## src/rtl/cache_mem_arbiter_pkg.sv

```systemverilog
// rtl/cache_mem_arbiter_pkg.sv - RAM state and arbiter types shared by the cache/memory arbiter
package cpu_types_pkg;
    typedef enum logic [1:0] {
        FREE   = 2'd0,
        BUSY   = 2'd1,
        ACCESS = 2'd2,
        ERROR  = 2'd3
    } ramstate_t;
endpackage

package diaosi_types_pkg;
    typedef enum logic [1:0] {
        IDLE   = 2'd0,
        IGRANT = 2'd1,
        DGRANT = 2'd2
    } arb_state_t;

    typedef enum logic {
        ICACHE = 1'b0,
        DCACHE = 1'b1
    } arb_req_t;

    localparam logic [31:0] ARB_ERR_WORD = 32'hBAD1BAD1;
endpackage

```

## src/rtl/cache_mem_arbiter_if.sv

```systemverilog
// rtl/cache_mem_arbiter_if.sv - icache/dcache request and RAM port bundle for the arbiter
interface cache_mem_arbiter_if #(
    parameter int WORD_W = 32
);
    logic                     iREN;
    logic [WORD_W-1:0]        iaddr;
    logic                     iwait;
    logic [WORD_W-1:0]        iload;
    logic                     dREN;
    logic                     dWEN;
    logic [WORD_W-1:0]        daddr;
    logic [WORD_W-1:0]        dstore;
    logic                     dwait;
    logic [WORD_W-1:0]        dload;
    logic                     ramREN;
    logic                     ramWEN;
    logic [WORD_W-1:0]        ramaddr;
    logic [WORD_W-1:0]        ramstore;
    logic [WORD_W-1:0]        ramload;
    cpu_types_pkg::ramstate_t ramstate;
    logic                     arb_timeout;
    logic                     arb_error;

    // Arbiter side: takes cache requests and RAM responses, drives everything else.
    modport slave (
        input  iREN, iaddr, dREN, dWEN, daddr, dstore, ramload, ramstate,
        output iwait, iload, dwait, dload, ramREN, ramWEN, ramaddr, ramstore,
               arb_timeout, arb_error
    );

    modport master (
        output iREN, iaddr, dREN, dWEN, daddr, dstore, ramload, ramstate,
        input  iwait, iload, dwait, dload, ramREN, ramWEN, ramaddr, ramstore,
               arb_timeout, arb_error
    );
endinterface

```

## src/rtl/cache_mem_arbiter_watchdog.sv

```systemverilog
// rtl/cache_mem_arbiter_watchdog.sv - grant-cycle counter with a sticky timeout flag
module arb_watchdog #(
    parameter int TIMEOUT_CYCLES = 255
) (
    input  logic CLK,
    input  logic nRST,
    input  logic count_en,
    output logic timeout
);
    localparam logic [15:0] LIMIT = 16'(TIMEOUT_CYCLES);

    logic [15:0] count;

    // Count saturates at LIMIT so a long stall cannot wrap and look fresh.
    always_ff @(posedge CLK) begin
        if (!nRST) begin
            count   <= '0;
            timeout <= 1'b0;
        end else begin
            if (!count_en) begin
                count <= '0;
            end else if (count != LIMIT) begin
                count <= count + 16'd1;
            end
            if (count_en && (count == LIMIT - 16'd1)) begin
                timeout <= 1'b1;
            end
        end
    end
endmodule

```

## src/rtl/cache_mem_arbiter.sv

```systemverilog
// rtl/cache_mem_arbiter.sv - icache/dcache to single-port RAM arbiter; ARB_FAIR_EN enables alternating grants
module cache_mem_arbiter
    import cpu_types_pkg::*;
    import diaosi_types_pkg::*;
#(
    parameter int WORD_W         = 32,
    parameter int TIMEOUT_CYCLES = 255
) (
    input  logic                CLK,
    input  logic                nRST,
    cache_mem_arbiter_if.slave  bus
);
    arb_state_t        state;
    arb_state_t        next_state;
    logic              err_done;
    logic              ram_done;
    logic              d_req;
    logic              i_req;
    logic              pick_d;
    logic [WORD_W-1:0] rdata;
    logic              arb_error_q;

    assign d_req    = bus.dREN | bus.dWEN;
    assign i_req    = bus.iREN;
    assign ram_done = (bus.ramstate == ACCESS) || (bus.ramstate == ERROR);
    assign rdata    = (bus.ramstate == ERROR) ? WORD_W'(ARB_ERR_WORD) : bus.ramload;

`ifdef ARB_FAIR_EN
    arb_req_t last_grant;

    always_ff @(posedge CLK) begin
        if (!nRST) begin
            last_grant <= ICACHE;
        end else if (state == IDLE) begin
            if (next_state == IGRANT) begin
                last_grant <= ICACHE;
            end else if (next_state == DGRANT) begin
                last_grant <= DCACHE;
            end
        end
    end

    // Under contention the requester not served last goes first.
    assign pick_d = (d_req && i_req) ? (last_grant == ICACHE) : d_req;
`else
    assign pick_d = d_req;
`endif

    always_ff @(posedge CLK) begin
        if (!nRST) begin
            state       <= IDLE;
            arb_error_q <= 1'b0;
        end else begin
            state <= next_state;
            if (err_done) begin
                arb_error_q <= 1'b1;
            end
        end
    end

    always_comb begin
        next_state   = state;
        err_done     = 1'b0;
        bus.ramREN   = 1'b0;
        bus.ramWEN   = 1'b0;
        bus.ramaddr  = '0;
        bus.ramstore = '0;
        bus.iwait    = 1'b1;
        bus.dwait    = 1'b1;
        bus.iload    = '0;
        bus.dload    = '0;
        case (state)
            IDLE: begin
                if (pick_d) begin
                    next_state = DGRANT;
                end else if (i_req) begin
                    next_state = IGRANT;
                end
            end
            IGRANT: begin
                bus.ramREN  = 1'b1;
                bus.ramaddr = bus.iaddr;
                if (!i_req) begin
                    next_state = IDLE;
                end else if (ram_done) begin
                    bus.iwait  = 1'b0;
                    bus.iload  = rdata;
                    err_done   = (bus.ramstate == ERROR);
                    next_state = IDLE;
                end
            end
            DGRANT: begin
                bus.ramWEN   = bus.dWEN;
                bus.ramREN   = bus.dREN & ~bus.dWEN;
                bus.ramaddr  = bus.daddr;
                bus.ramstore = bus.dstore;
                if (!d_req) begin
                    next_state = IDLE;
                end else if (ram_done) begin
                    bus.dwait  = 1'b0;
                    bus.dload  = rdata;
                    err_done   = (bus.ramstate == ERROR);
                    next_state = IDLE;
                end
            end
            default: next_state = IDLE;
        endcase
        // Reset masks the RAM port and any completion, even mid-transaction.
        if (!nRST) begin
            err_done     = 1'b0;
            bus.ramREN   = 1'b0;
            bus.ramWEN   = 1'b0;
            bus.ramaddr  = '0;
            bus.ramstore = '0;
            bus.iwait    = 1'b1;
            bus.dwait    = 1'b1;
            bus.iload    = '0;
            bus.dload    = '0;
        end
    end

    assign bus.arb_error = arb_error_q;

    arb_watchdog #(
        .TIMEOUT_CYCLES(TIMEOUT_CYCLES)
    ) u_watchdog (
        .CLK      (CLK),
        .nRST     (nRST),
        .count_en (state != IDLE),
        .timeout  (bus.arb_timeout)
    );
endmodule

```

## src/flat_wrapper.sv

```systemverilog
// flat-port wrapper written by rule: the top's interface ports become plain ports
module cache_mem_arbiter_flat import cpu_types_pkg::*; import diaosi_types_pkg::*;
#(
    parameter int WORD_W         = 32,
    parameter int TIMEOUT_CYCLES = 255
)
  (CLK, nRST, bus_iREN, bus_iaddr, bus_dREN, bus_dWEN, bus_daddr, bus_dstore, bus_ramload, bus_ramstate, bus_iwait, bus_iload, bus_dwait, bus_dload, bus_ramREN, bus_ramWEN, bus_ramaddr, bus_ramstore, bus_arb_timeout, bus_arb_error);
  cache_mem_arbiter_if #(.WORD_W(WORD_W)) bus_i ();
  input  logic CLK;
  input  logic nRST;
  input wire logic [$bits(bus_i.iREN)-1:0] bus_iREN;
  input wire logic [$bits(bus_i.iaddr)-1:0] bus_iaddr;
  input wire logic [$bits(bus_i.dREN)-1:0] bus_dREN;
  input wire logic [$bits(bus_i.dWEN)-1:0] bus_dWEN;
  input wire logic [$bits(bus_i.daddr)-1:0] bus_daddr;
  input wire logic [$bits(bus_i.dstore)-1:0] bus_dstore;
  input wire logic [$bits(bus_i.ramload)-1:0] bus_ramload;
  input wire logic [$bits(bus_i.ramstate)-1:0] bus_ramstate;
  output wire logic [$bits(bus_i.iwait)-1:0] bus_iwait;
  output wire logic [$bits(bus_i.iload)-1:0] bus_iload;
  output wire logic [$bits(bus_i.dwait)-1:0] bus_dwait;
  output wire logic [$bits(bus_i.dload)-1:0] bus_dload;
  output wire logic [$bits(bus_i.ramREN)-1:0] bus_ramREN;
  output wire logic [$bits(bus_i.ramWEN)-1:0] bus_ramWEN;
  output wire logic [$bits(bus_i.ramaddr)-1:0] bus_ramaddr;
  output wire logic [$bits(bus_i.ramstore)-1:0] bus_ramstore;
  output wire logic [$bits(bus_i.arb_timeout)-1:0] bus_arb_timeout;
  output wire logic [$bits(bus_i.arb_error)-1:0] bus_arb_error;
  assign bus_i.iREN = bus_iREN;
  assign bus_i.iaddr = bus_iaddr;
  assign bus_i.dREN = bus_dREN;
  assign bus_i.dWEN = bus_dWEN;
  assign bus_i.daddr = bus_daddr;
  assign bus_i.dstore = bus_dstore;
  assign bus_i.ramload = bus_ramload;
  assign bus_i.ramstate = bus_ramstate;
  assign bus_iwait = bus_i.iwait;
  assign bus_iload = bus_i.iload;
  assign bus_dwait = bus_i.dwait;
  assign bus_dload = bus_i.dload;
  assign bus_ramREN = bus_i.ramREN;
  assign bus_ramWEN = bus_i.ramWEN;
  assign bus_ramaddr = bus_i.ramaddr;
  assign bus_ramstore = bus_i.ramstore;
  assign bus_arb_timeout = bus_i.arb_timeout;
  assign bus_arb_error = bus_i.arb_error;
  cache_mem_arbiter #(.WORD_W(WORD_W), .TIMEOUT_CYCLES(TIMEOUT_CYCLES)) u_core (.CLK(CLK), .nRST(nRST), .bus(bus_i));
endmodule
```

## config.mk

```make
export PLATFORM = sky130hd
export DESIGN_NAME = cache_mem_arbiter_flat
export DESIGN_NICKNAME = d
export VERILOG_FILES = /design/src/rtl/cache_mem_arbiter_pkg.sv /design/src/rtl/cache_mem_arbiter_if.sv /design/src/rtl/cache_mem_arbiter_watchdog.sv /design/src/rtl/cache_mem_arbiter.sv /design/src/flat_wrapper.sv
export SDC_FILE = /design/constraint.sdc
export NUM_CORES = 1
export LEC_CHECK = 0
export ABC_AREA = 1
export BUFFER_PORTS_ARGS = -buffer_cell sky130_fd_sc_hd__buf_2
export CORE_AREA = 5 5 102 104
export CTS_CLUSTER_DIAMETER = 30
export DETAILED_ROUTE_END_ITERATION = 16
export DIE_AREA = 0 0 107 109
export MAX_ROUTING_LAYER = met4
export PLACE_DENSITY = 0.63
export SKIP_CTS_REPAIR_TIMING = 1
export SYNTH_ARGS = -nofsm -noshare
export SYNTH_HDL_FRONTEND = slang
export SYNTH_SLANG_ARGS = --single-unit
```

## constraint.sdc

```tcl
create_clock -name CLK -period 1.8 [get_ports CLK]
set_clock_uncertainty 0.1 [all_clocks]
set_input_delay 0.09 -clock CLK [delete_from_list [all_inputs] [get_ports CLK]]
set_output_delay 0.09 -clock CLK [all_outputs]
set_load 0.01 [all_outputs]
```

==> metrics.md <==
| Metric | Value |
|---|---|
| Status | `finished, final reports clean` |
| Most common cell in the netlist | `nand2_1` |
| Minimum clock period | `1.74 ns` |
| Distinct cells, synth | `25` |
| Crit share post-route | `0.969` |
| Nature of the critical path startpoint | `register` |
| Logic pwr share | `0.466` |
| Fin worst setup slack | `0.0558 ns` |
| Synth area leader | `nand2_1` |
| Top Ports | `269` |
| Critical Path Start | `u_core.state[1]$_SDFFE_PN0P_` |
| RR Startpoint | `u_core.u_watchdog.count[1]$_SDFFE_PN0P_` |
| Net Sw Power | `0.546 mW` |
| Min-Delay Path Class | `input pin to register` |
| CTS clk-pin slew, worst paths | `0.08 ns` |
| Clk Latency, worst-skew pair | `0.26 ns` |
| Final Max Slew Viols | `0` |
| Nets | `873` |
| Post-synthesis area per instance | `5.09 um2` |
| Initial DRC Count | `323` |
| EDFF count, synth | `0` |
| Synth Flop Type | `dfxtp_1` |
| Ys async rst share | `0` |
| Final Hold Vio Count | `0` |
| Routability cong. | `0.918` |
| CP endpoint kind | `output port` |
| Yosys reg bits | `20` |
| Final ANT Viol Nets | `0` |
| Final HPWL DP | `9.29 mm` |
| Slew Limit Headroom | `0.792` |
| PwrDens | `356 mW/mm2` |
| Crit path DAT | `1.55 ns` |
| Row Count | `36` |
| Register area share after synthesis | `0.170` |
| Syn-to-layout area delta | `79.7%` |
| WL final | `11.9 mm` |
| First drt pass iteration count | `9` |
| Post-Synthesis Cell Area | `0.00236 mm2` |
| Clock buffer depth | `2` |
| Sequential Power Share | `0.306` |
| H-tree Lvls | `1` |
| Via-per-instance ratio | `4.56` |
| Critical Path Sink | `bus_iload[28]` |
| Die Height | `109 um` |
| Number of global-route vias before repair | `3454` |
| Ant diodes | `0` |
| Largest net degree at the start of global routing | `46` |
| Synth Instances | `464` |
| Top post-synthesis cells by area | `nand2_1 (19%), a21oi_1 (17%), dfxtp_1 (17%), nor2_1 (15%), inv_1 (11%)` |
| WL met3 | `900 um` |
| VDD IR max | `0.197 mV` |
| Internal power | `0.965 mW` |
| Share of layout cells above drive strength 1 | `0.456` |
| Clk pwr share | `0.228` |
| RSZ-0062 raised after global routing | `yes` |
| DR vias | `3850` |
| I/O Buffers | `268` |
| Placed inst area | `0.00389 mm2` |
| CP required | `1.61 ns` |
| GR Overflow Total | `0` |
| Sw frac | `0.361` |
| Top Metal Used | `met4` |
| Least-Margin Pin Slew | `0.312 ns` |
| Root buffer cell | `clkbuf_8` |
| Syn nets | `605` |
| CP Class | `register to output port` |
| Met1 wire length | `4.76 mm` |
| GRT Total Usage | `0.174` |
| Starting density of the core | `0.249` |
| Dpl ws | `0.0965 ns` |
| Path depth of the worst reg2reg path | `9` |
| Wire per inst | `14.1 um` |
| Number of clock sinks | `20` |
| WL met2 | `6.08 mm` |
| Max cap viols | `0` |
| Initial antenna violation count | `0` |
| Total CTS buffers | `3` |
| Smallest hold slack | `0.0722 ns` |
| Setup TNS | `0 ns` |
| R2r endpoint | `u_core.u_watchdog.count[0]$_SDFFE_PN0P_` |
| Die width | `107 um` |
| Synth cell count leaders | `nand2_1 (122), nor2_1 (93), a21oi_1 (81)` |
| Leakage | `2.47 nW` |
| Final-layout fill cell count | `991` |
| TritonCTS clock tree | `done` |
| Fmax | `0.573 GHz` |
| Core area | `0.00946 mm2` |
| First-pass GRT wire length | `16.3 mm` |
| Crit-path max FO | `17` |
| R2R setup slack | `0.25 ns` |
| Finished Cell Area | `0.00424 mm2` |
| Syn. warnings | `0` |
| DIE AREA | `0.0117 mm2` |
| Setup violators final | `0` |
| DRC | `0` |
| Post-synth top area share | `0.194` |
## per-stage QoR
| stage | std cells | util | power [mW] |
|---|---|---|---|
| after CTS | 836 | 0.417 | 1.41 |
| final | 845 | 0.448 | 1.51 |
| after global placement | 832 | 0.411 | 1.05 |
| after global routing | 845 | 0.448 | 1.62 |
| after floorplan | 464 | - | 0.746 |
| after detailed placement | 832 | 0.411 | 1.06 |
## critical path, stage by stage, from the launching register on
cell and delay, ns:
dfxtp_4 0.38, inv_4 0.08, ha_4 0.15, nand4_1 0.10, buf_6 0.15, buf_12 0.14, a21oi_1 0.12, buf_2 0.16
## power groups by stage
stage          Combinational (mW)  Clock (mW)  Sequential, mW
4_1_cts                     0.594       0.357           0.458
5_1_grt                     0.776       0.380           0.464
3_3_place_gp                0.579           0           0.468
6_report                    0.704       0.344           0.463
3_5_place_dp                0.591           0           0.468
2_1_floorplan               0.279           0           0.467
## cell usage in the layout, fill, tap and decap left out, types with 2 or more instances in the layout
cell	n
inv_2	4
clkbuf_16	3
dfxtp_1	18
nor2_2	4
nand3_1	13
buf_12	7
nand2_4	2
dfxtp_4	2
buf_2	268
nor2_1	92
buf_6	5
ha_1	3
buf_4	4
nand4_1	6
o21ai_0	4
xnor2_1	5
nand2_1	121
a21oi_2	18
inv_4	2
clkbuf_8	4
nand3b_1	2
inv_1	68
ha_4	3
nand2_2	2
a21oi_1	63
## cell type report
| class | count | area, um2 | area share |
|---|---|---|---|
| clock buffers | 4 | 55.1 | 0.0130 |
| flip-flops and latches | 20 | 408 | 0.0962 |
| multi-input cells | 344 | 1690 | 0.398 |
| well taps | 114 | 143 | 0.0336 |
| repair buffers | 288 | 1660 | 0.391 |
| inverters | 75 | 288 | 0.0679 |
## cells by family (layout without fill, tap and decap cells)
group / Yosys count / after routing / share of synthesized area
compound gates: 86 / 86 / 0.183
xor+xnor: 5 / 5 / 0.0186
fa+ha+maj: 6 / 6 / 0.0318
buf+inv: 100 / 367 / 0.167
flops: 20 / 20 / 0.170
simple gates: 247 / 247 / 0.429
## layer usage
metal,vias to the layer above,global-route usage
met4,0,0.0420
met1,1730,0.213
met3,14,0.0272
met5,-,-
met2,147,0.300
li1,1959,-
## state kept, by name, indices dropped and copies added (netlist names)
| name | flops |
|---|---|
| u_core.state | 2 |
| u_core.bus.arb_error | 1 |
| u_core.u_watchdog.count | 16 |
| u_core.u_watchdog.timeout | 1 |
## worst min-delay path by stage
stage	from	endpoint	slack [ns]	depth (start not counted)
5_1_grt	nRST	u_core.bus.arb_error$_SDFFE_PN0P_	0.08	3
3_3_place_gp	nRST	u_core.bus.arb_error$_SDFFE_PN0P_	0.31	3
3_5_place_dp	nRST	u_core.bus.arb_error$_SDFFE_PN0P_	0.32	3
4_1_cts	nRST	u_core.bus.arb_error$_SDFFE_PN0P_	0.04	3
2_1_floorplan	nRST	u_core.bus.arb_error$_SDFFE_PN0P_	0.10	2
6_report	nRST	u_core.state[0]$_SDFFE_PN0P_	0.07	3
Note: power is estimated with default switching activity, not from simulation.
